$ cat src/rtl/fifo_pkg.sv
// Shared definitions for the async FIFO read-side blocks.
package fifo_pkg;
    localparam int DEFAULT_DATA_WIDTH = 8;
    localparam int DEFAULT_PTR_SIZE   = 4;
    localparam int MEM_RD_LATENCY     = 1;

    typedef logic [DEFAULT_DATA_WIDTH-1:0] fifo_data_t;
endpackage

$ cat src/rtl/rd_skid_buf.sv
// Circular prefetch buffer holding words returned by the FIFO memory.
module rd_skid_buf
    import fifo_pkg::*;
#(
    parameter int DATA_WIDTH = DEFAULT_DATA_WIDTH,
    parameter int BUF_DEPTH  = 3,
    localparam int IDX_W     = $clog2(BUF_DEPTH),
    localparam int CNT_W     = $clog2(BUF_DEPTH + 1)
) (
    input  logic                  r_clk,
    input  logic                  rrst_n,
    input  logic                  push,
    input  logic [DATA_WIDTH-1:0] push_data,
    input  logic                  pop,
    output logic [CNT_W-1:0]      count,
    output logic [DATA_WIDTH-1:0] head_data
);

    logic [DATA_WIDTH-1:0] buf_mem [BUF_DEPTH];
    logic [IDX_W-1:0]      head;
    logic [IDX_W-1:0]      tail;

    // Explicit wrap so non-power-of-two depths work.
    function automatic logic [IDX_W-1:0] next_idx(input logic [IDX_W-1:0] idx);
        return (idx == IDX_W'(BUF_DEPTH - 1)) ? '0 : idx + IDX_W'(1);
    endfunction

    always_ff @(posedge r_clk or negedge rrst_n) begin
        if (!rrst_n) begin
            head  <= '0;
            tail  <= '0;
            count <= '0;
            for (int i = 0; i < BUF_DEPTH; i++) begin
                buf_mem[i] <= '0;
            end
        end else begin
            if (push) begin
                buf_mem[tail] <= push_data;
                tail          <= next_idx(tail);
            end
            if (pop) begin
                head <= next_idx(head);
            end
            case ({push, pop})
                2'b10:   count <= count + CNT_W'(1);
                2'b01:   count <= count - CNT_W'(1);
                default: count <= count;
            endcase
        end
    end

    assign head_data = buf_mem[head];

endmodule

$ cat src/rtl/rd_stream_adapter.sv
// Async FIFO read-port consumer: prefetches words and presents them as a valid/ready stream.
// Optional beat counter output rd_count is enabled with RD_STREAM_CNT_EN.
module rd_stream_adapter
    import fifo_pkg::*;
#(
    parameter int DATA_WIDTH = DEFAULT_DATA_WIDTH,
    parameter int BUF_DEPTH  = 3,
    parameter int CNT_WIDTH  = 32
) (
    input  logic                  r_clk,
    input  logic                  rrst_n,
    input  logic                  empty,
    output logic                  r_en,
    input  logic [DATA_WIDTH-1:0] fifo_rdata,
    output logic                  m_valid,
    input  logic                  m_ready,
    output logic [DATA_WIDTH-1:0] m_data
`ifdef RD_STREAM_CNT_EN
    ,
    output logic [CNT_WIDTH-1:0]  rd_count
`endif
);

    localparam int CNT_W = $clog2(BUF_DEPTH + 1);

    if (BUF_DEPTH < 2 || BUF_DEPTH > 8 || CNT_WIDTH < 1 || MEM_RD_LATENCY != 1) begin : g_bad_param
        $error("rd_stream_adapter: unsupported parameter set");
    end

    logic             inflight;
    logic             pop;
    logic [CNT_W-1:0] count;

    // Issue decision uses only registered occupancy so m_ready never reaches r_en.
    assign r_en    = !empty &&
                     ((CNT_W+1)'(count) + (CNT_W+1)'(inflight) < (CNT_W+1)'(BUF_DEPTH));
    assign m_valid = (count != '0);
    assign pop     = m_valid && m_ready;

    always_ff @(posedge r_clk or negedge rrst_n) begin
        if (!rrst_n) begin
            inflight <= 1'b0;
        end else begin
            inflight <= r_en;
        end
    end

    rd_skid_buf #(
        .DATA_WIDTH (DATA_WIDTH),
        .BUF_DEPTH  (BUF_DEPTH)
    ) u_skid_buf (
        .r_clk     (r_clk),
        .rrst_n    (rrst_n),
        .push      (inflight),
        .push_data (fifo_rdata),
        .pop       (pop),
        .count     (count),
        .head_data (m_data)
    );

`ifdef RD_STREAM_CNT_EN
    always_ff @(posedge r_clk or negedge rrst_n) begin
        if (!rrst_n) begin
            rd_count <= '0;
        end else if (pop) begin
            rd_count <= rd_count + CNT_WIDTH'(1);
        end
    end
`endif

endmodule
$ cat config.mk
export PLATFORM = sky130hd
export DESIGN_NAME = rd_stream_adapter
export DESIGN_NICKNAME = d
export VERILOG_FILES = /design/src/rtl/fifo_pkg.sv /design/src/rtl/rd_skid_buf.sv /design/src/rtl/rd_stream_adapter.sv
export SDC_FILE = /design/constraint.sdc
export NUM_CORES = 1
export LEC_CHECK = 0
export CAP_MARGIN = 10
export CORE_AREA = 3 3 58 60
export CTS_CLUSTER_SIZE = 14
export DETAILED_ROUTE_END_ITERATION = 6
export DIE_AREA = 0 0 61 63
export GPL_TIMING_DRIVEN = 0
export PLACE_DENSITY = 0.72
export SYNTH_ARGS = -nofsm -noshare
export SYNTH_HDL_FRONTEND = slang
export SYNTH_SLANG_ARGS = --single-unit
$ cat constraint.sdc
create_clock -name r_clk -period 2.1 [get_ports r_clk]
set_input_delay 0.42 -clock r_clk [delete_from_list [all_inputs] [get_ports r_clk]]
set_output_delay 0.42 -clock r_clk [all_outputs]
set_load 0.02 [all_outputs]
==> metrics.txt <==
share of layout cells above drive strength 1 between 30 and 40%; Min-Delay Path Class input pin to async pin; Routability Congestion 0.674; die width between 60 and 70 µm; Distinct cells, synth 23; reg2reg start u_skid_buf.count[1]; CP endpoint m_valid; drt initial violations 21; endpoints failing setup 0; DP HPWL about 1900 µm; fin cells ~170; Initial DRT Pass Iterations 4; Pwr Density about 1700 nW/µm²; Synth Cell Area approximately 1400 µm²; status completed; RR Endpoint u_skid_buf.count[1]; Sequential Power Share 35.4%; initial antenna violation count 0; largest net degree at the start of global routing 21; Most used DFF post-synth dfrtp_1; flop-to-flop setup slack about 480 ps; cell taking the most area after synthesis dfrtp_1; leading cell type by number of instances after synthesis dfrtp_1; Crit. End Element output port; Min Clock Period, post-route around 2000 ps; most instantiated cells after synthesis dfrtp_1 (31), mux2_2 (16), o21ai_0 (11), nand2_1 (10); via count between 800 and 900; grt ovf 0; RSZ-0062 raised after global routing false; Critical Path Start u_skid_buf.count[1]; final hold violation count 0; number of buffers created by CTS 5; Clk Latency, worst-skew pair approximately 330 ps; post-route cell area around 1800 µm²; total power approximately 3.1 mW; asr flop ratio synth between 90% and 100%; starting density of the core 47.6%; Final Max Slew Viols 0; vias in the first global route 1000; synthesized flop and latch total 31; Max Clock Freq a little under 0.5 GHz; leakage ~0.83 nW; Comb pwr share between 40% and 50%; post-synthesis sequential area ratio about 55%; CP Launch Type flop; CTS sink count 31; syn avg cell area around 13 µm²; Mapped Nets approximately 120; Final ANT Viol Nets 0; WL/cell around 16 µm; Worst Skew about 10 ps; Final #Nets ~160; sw power 1.13 mW; sw frac a little over a third; Die Height roughly 63 µm; post-layout util 61.2%; Ys Warns 0; DIE AREA 3840 µm²; EDFF count, synth 0; H-tree Lvls 2; core area roughly 3000 µm²; Global Route Usage Sum roughly 17%; drt drc 0; Fin Setup TNS 0 ps; top-area cell type share of the netlist area between 50 and 60%; crit path max fanout 4; Gate Count Post-Synth around 110; # diodes 0; # IOs 22; row cnt 20; Slew @ Worst Pin 645 ps; I/O Buffers 21; root buffer cell clkbuf_4; crit path DAT around 1600 ps; Synth area leaders dfrtp_1 (55%), mux2_2 (13%), mux2_4 (8.5%); Req. time, crit path ~1700 ps; Worst VDD drop 0.763 mV; Post-Route WL 2740 µm; clock power share approximately 16%; CTS tree done; Syn-to-layout area delta 28.4%; Clock Path Buffers 2; fin crit share approximately 96%; first-pass GRT wire length ~4700 µm; vias per inst around 5; crit path kind flop to output port; Slew HR between 50% and 60%; placed cell areas roughly 1700 µm²; Clk pin slew, worst setup/hold paths about 100 ps; worst r2r path cells 5; P_int about 2.0 mW; filler instances about 230; Placed Cells 162; Max Cap Viol 0
-- cells by family (layout without fill, tap and decap cells) --
logic type	count (synthesis)	after routing	share of synthesized area (%)
compound gates	14	14	5.47
xor+xnor	3	3	1.85
fa+ha+maj	3	3	2.65
buf+inv	7	41	2.47
flops	31	31	54.7
mux	32	32	26.8
simple gates	17	17	6.09
-- repair_timing --
action | 4_1_cts | 5_1_grt
endpoints found under the setup margin | 9 | 9
resized for setup | 18 | 17
pin swaps | 1 | 1
hold buffers | 0 | 0
buffers inserted | 0 | 4
-- layer usage --
metal  vias to the layer above  track usage, %  share of wire, %  routed length (µm)
met2                        16            27.0                50                1370
met5                         -               0                 0                   0
met4                         0            6.50               2.3                  63
met1                       428            20.2                43                1190
met3                         8            6.20               4.4                 120
li1                        442               -                 -                   -
-- worst min-delay path by stage --
stage | endpoint | slack, ps
6_report | u_skid_buf.buf_mem[1] | 480
5_1_grt | u_skid_buf.buf_mem[1] | 490
4_1_cts | u_skid_buf.buf_mem[1] | 490
3_5_place_dp | u_skid_buf.buf_mem[17] | 500
3_3_place_gp | u_skid_buf.buf_mem[13] | 490
2_1_floorplan | inflight | 120
-- metrics by stage --
stage / worst slack (ps) / hold slack (ps)
global route: 1.26 / 491
global placement: -146 / 486
finish: 84.5 / 476
detailed placement: -206 / 495
CTS: 20.9 / 495
floorplan: 199 / 124
-- state kept, by name (all words and copies together), names as in the netlist --
name                flops
u_skid_buf.head         2
u_skid_buf.tail         2
inflight                1
u_skid_buf.buf_mem     24
u_skid_buf.count        2
-- layout by cell type, fill, tap and decap left out, types with 2 or more instances in the layout --
cell / instances
a21o_1: 2
mux2i_1: 8
xnor2_1: 2
clkbuf_2: 5
mux2_2: 16
mux2_4: 8
buf_4: 6
clkbuf_4: 5
clkdlybuf4s15_1: 4
o21ai_0: 11
nand2_1: 10
inv_1: 2
dfrtp_1: 30
clkdlybuf4s50_1: 12
-- cell type report --
| class | count | area [µm²] | area share, % |
|---|---|---|---|
| Buffer | 4 | 28.8 | 1.58 |
| Clock inverter | 2 | 35.0 | 1.92 |
| Tap cell | 33 | 41.3 | 2.27 |
| Sequential cell | 31 | 777 | 42.7 |
| Multi-Input combinational cell | 69 | 628 | 34.5 |
| Clock buffer | 6 | 51.3 | 2.82 |
| Inverter | 3 | 11.3 | 0.618 |
| Timing Repair Buffer | 26 | 249 | 13.7 |
-- power groups by stage --
stage | clock network, mW | registers, mW | logic [mW]
global placement | 0 | 1.09 | 1.50
CTS | 0.499 | 1.11 | 1.47
finish | 0.484 | 1.11 | 1.53
detailed placement | 0 | 1.12 | 1.55
floorplan | 0 | 1.06 | 1.03
global route | 0.538 | 1.15 | 1.68
-- worst max-delay path, cell delays in order, from the launching register on --
cell,delay (ps)
dfrtp_1,450
or2_2,290
clkdlybuf4s50_1,530
Power figures use the tool's default switching activity.
==> RTL change 1 (same settings) <==
Build with the macro `RD_STREAM_CNT_EN` defined.
--- a/src/rtl/rd_stream_adapter.sv
+++ b/src/rtl/rd_stream_adapter.sv
@@ -1,5 +1,7 @@
 // Async FIFO read-port consumer: prefetches words and presents them as a valid/ready stream.
 // Optional beat counter output rd_count is enabled with RD_STREAM_CNT_EN.
+`define RD_STREAM_CNT_EN
+
 module rd_stream_adapter
     import fifo_pkg::*;
 #(
Check against the original RTL (old outputs only; new: rd_count): equivalent (Yosys induction, for registers that start in step).
==> RTL change 1 against the unedited design <==
  * The flow now stops in global placement without I/O (3_1_place_gp_skip_io)
  * Synthesized area increased by 100%
==> RTL change 1: results (changes against the unedited design) <==
| Metric | Value |
|---|---|
| Status | did not finish (was finished, final reports clean) |
| Fail Step | global placement without I/O (3_1_place_gp_skip_io) |
| Err | [ERROR GPL-0301] Utilization 102.113 % exceeds 100%. |
| Cell variety after synth | 30 (was 23) |
| Top cells by area, synth | dfrtp_1 55%, xnor2_1 9.2%, mux2_2 9.1% (was dfrtp_1 55%, mux2_2 13%, mux2_4 8.5%) |
| Synthesized Nets | 242 (was 122) |
| Seq/Total Area, Yosys | 0.553 (was 0.547) |
| Synthesis-stage register bit count | 63 (was 31) |
| Synth warn | 0 (unchanged) |
| Top post-synthesis cells by count | 63 x dfrtp_1, 30 x xnor2_1, 23 x mux2_2 (was 31 x dfrtp_1, 16 x mux2_2, 11 x o21ai_0) |
| Async SR Flop Fraction | 1.00 (unchanged) |
| Post-Synthesis Cells | 226 (was 107) |
==> RTL change 1: cell count changes after synthesis, moves of 7 or more <==
cell	delta
dfrtp_1	+32
xnor2_1	+28
nand3_1	+14
nand2_1	+11
nand4_1	+10
mux2_4	-8
mux2_2	+7
==> RTL change 1: kinds of logic after synthesis <==
logic type               Yosys count  synth area share
multiplexers                      32             0.123
buffers and inverters              8            0.0114
XOR/XNOR                          34             0.105
AND/OR/NAND/NOR                   71             0.159
flip-flops                        63             0.553
adder cells (fa/ha/maj)            4            0.0176
AO/OA/AOI/OAI                     14            0.0312
==> RTL change 2 (same settings) <==
Made on the original files. `BUF_DEPTH` is set to 3 in 2 places; all go to 2.
--- a/src/rtl/rd_skid_buf.sv
+++ b/src/rtl/rd_skid_buf.sv
@@ -3,7 +3,7 @@
     import fifo_pkg::*;
 #(
     parameter int DATA_WIDTH = DEFAULT_DATA_WIDTH,
-    parameter int BUF_DEPTH  = 3,
+    parameter int BUF_DEPTH  = 2,
     localparam int IDX_W     = $clog2(BUF_DEPTH),
     localparam int CNT_W     = $clog2(BUF_DEPTH + 1)
 ) (
--- a/src/rtl/rd_stream_adapter.sv
+++ b/src/rtl/rd_stream_adapter.sv
@@ -4,7 +4,7 @@
     import fifo_pkg::*;
 #(
     parameter int DATA_WIDTH = DEFAULT_DATA_WIDTH,
-    parameter int BUF_DEPTH  = 3,
+    parameter int BUF_DEPTH  = 2,
     parameter int CNT_WIDTH  = 32
 ) (
     input  logic                  r_clk,
Formal check against the unedited RTL: not equivalent (Yosys sat finds a counterexample within 4 cycles, from zero or initial values and one cycle with rrst_n low).
==> RTL change 2 against the unedited design <==
  * Total power down 41%
  * Wire length decreased by 43%
  * Final area decreased by 36%
  * Count of clock-buffer cells in the layout decreased by 3
  * Sequential cell count down 10
  * Sequential power is 34% lower
  * Setup slack gained 0.015 ns
  * Synthesized area down 36%
  * Largest power group unchanged
  * Register-to-register slack improved by 0.07 ns
  * Highest routed layer unchanged
  * Die area did not move
  * Combinational power shrank 39%
  * Global-route usage shrank 7.2 points
==> RTL change 2: results (changes against the unedited design) <==
| Metric | Value |
|---|---|
| Post-layout nets | 98 (was 155) |
| Mux share of post-synthesis cell area | 0.299 (was 0.268) |
| Seq/Total Area, Yosys | 0.581 (was 0.547) |
| Fraction of layout cells with a size suffix above 1 | 0.405 (was 0.369) |
| R2R depth | 5 (unchanged) |
| Post-CTS setup buffer count | 0 (unchanged) |
| Cell variety after synth | 13 (was 23) |
| Worst reg-to-reg setup slack | 0.55 ns (was 0.48 ns) |
| Global placement routability congestion | 0.627 (was 0.674) |
| Finished Layout Cells | 117 (was 174) |
| CTS tree | built (unchanged) |
| CTS Buf Count | 3 (was 5) |
| Root buffer cell | clkbuf_4 (unchanged) |
| Largest family of logic cells by synthesized area | multiplexers (unchanged) |
| Input/output buffers | 21 (unchanged) |
| CP Max Fanout | 4 (unchanged) |
| Pleak | 0.000506 uW (was 0.000835 uW) |
| Top cells by area, synth | dfrtp_1 58%, mux2_2 30%, xor2_1 2.9% (was dfrtp_1 55%, mux2_2 13%, mux2_4 8.5%) |
| H-tree depth | 1 (was 2) |
| Mapped Avg Cell Area | 15.3 um2 (was 13.3 um2) |
| Maximum clock path buffer count | 2 (unchanged) |
| Compound-Gate Fraction of Synth Area | 0.00830 (was 0.0547) |
| Slowest stage delay, CP | around 0.54 ns |
| Final HPWL DP | 1.14 mm (was 1.92 mm) |
| Top post-synthesis cells by count | 24 x mux2_2, 21 x dfrtp_1, 3 x xor2_1 (was 31 x dfrtp_1, 16 x mux2_2, 11 x o21ai_0) |
| Fin Hold WS | 0.490 ns (was 0.476 ns) |
| Crit path max-delay cell type | clkdlybuf4s50_1 (unchanged) |
| Vias in the first global route | 562 (was 1,000) |
| Initial antenna violation count | 0 (unchanged) |
| DR iter-0 viols | 0 (was 21) |
| First-pass GRT wire length | 2.62 mm (was 4.66 mm) |
| Synth Area in Adders | 0.0138 (was 0.0265) |
| Worst Setup SP | u_skid_buf.count[0] (was u_skid_buf.count[1]) |
| End of the worst register-to-register path | u_skid_buf.count[1] (unchanged) |
| Hold Crit Class | reg -> reg (was in -> async) |
| Routed vias/inst | 4.60 (was 5.14) |
| CP required | 1.68 ns (about the same) |
| Cell Area, Placed | 1160 um2 (was 1700 um2) |
| Switching Share | 0.360 (was 0.361) |
| Dpl cells | 113 (was 162) |
| Max IR drop VDD | 0.000599 V (was 0.000763 V) |
| Routed WL per cell | 13.4 um (was 15.8 um) |
| Setup Skew | 0.00334 ns (was 0.0104 ns) |
| Least-Margin Pin Slew | 0.894 ns (was 0.645 ns) |
| Status | finished, final reports clean (unchanged) |
| Synthesized Nets | 72 (was 122) |
| Biggest regs | u_skid_buf.buf_mem: 16 flops, u_skid_buf.count: 2 flops |
| Fill cells | 306 (was 227) |
| Total GRT Usage | 0.0967 (was 0.169) |
| XOR/XNOR share of the synthesized area | 0.0484 (was 0.0185) |
| Pre-antenna DRT Iters | 1 (was 4) |
| Hold path endpoint | inflight |
| Largest net degree at the start of global routing | 22 (was 21) |
| Later-pin clock latency in the skew report | 0.30 ns (was 0.33 ns) |
## RTL change 2: timing repair
item                       CTS  global route
resized for setup           10             0
hold buffers                 0             0
setup endpoints to repair    9             0
## RTL change 2: cells by family (layout without fill, tap and decap cells)
| logic type | count (synthesis) | after routing |
|---|---|---|
| buf+inv | 2 | 27 |
| xor+xnor | 5 | 5 |
| compound gates | 1 | 1 |
| fa+ha+maj | 1 | 1 |
| flops | 21 | 21 |
| simple gates | 5 | 5 |
| mux | 24 | 24 |
## RTL change 2: power by group through the flow
stage,Combinational [uW],Sequential (uW),Clock [uW]
2_1_floorplan,681,708,0
3_3_place_gp,1020,723,0
3_5_place_dp,1040,742,0
4_1_cts,954,734,200
5_1_grt,1020,758,222
6_report,932,731,187
## RTL change 2: per-layer routing
metal / wire [um] / global-route usage
met5: 0 / 0
met4: 44 / 0.0650
met3: 106 / 0.0310
met2: 720 / 0.136
met1: 693 / 0.122
## RTL change 2: layout make-up
class,instances,area [um2],area share
buffer,1,7.51,0.00639
clock buffer,3,22.5,0.0192
clock inverter,1,5.00,0.00426
inverter,1,3.75,0.00319
multi-input combinational,36,370,0.315
sequential,21,526,0.447
tap,33,41.3,0.0351
timing repair buffer,21,199,0.169
## RTL change 2: worst max-delay path by stage
stage                           to  slack [ns]  cells after the start
3_3_place_gp                  r_en       -0.06                      3
4_1_cts                    m_valid        0.07                      2
3_5_place_dp                  r_en       -0.06                      3
6_report                   m_valid         0.1                      2
5_1_grt                    m_valid        0.03                      2
2_1_floorplan  u_skid_buf.count[1]        0.55                      5
## RTL change 2: metrics by stage
stage / worst slack (ns) / total power [uW]
3_3_place_gp: -0.0568 / 1740
5_1_grt: 0.0311 / 2000
4_1_cts: 0.0731 / 1890
2_1_floorplan: 0.546 / 1390
6_report: 0.0999 / 1850
3_5_place_dp: -0.0577 / 1780
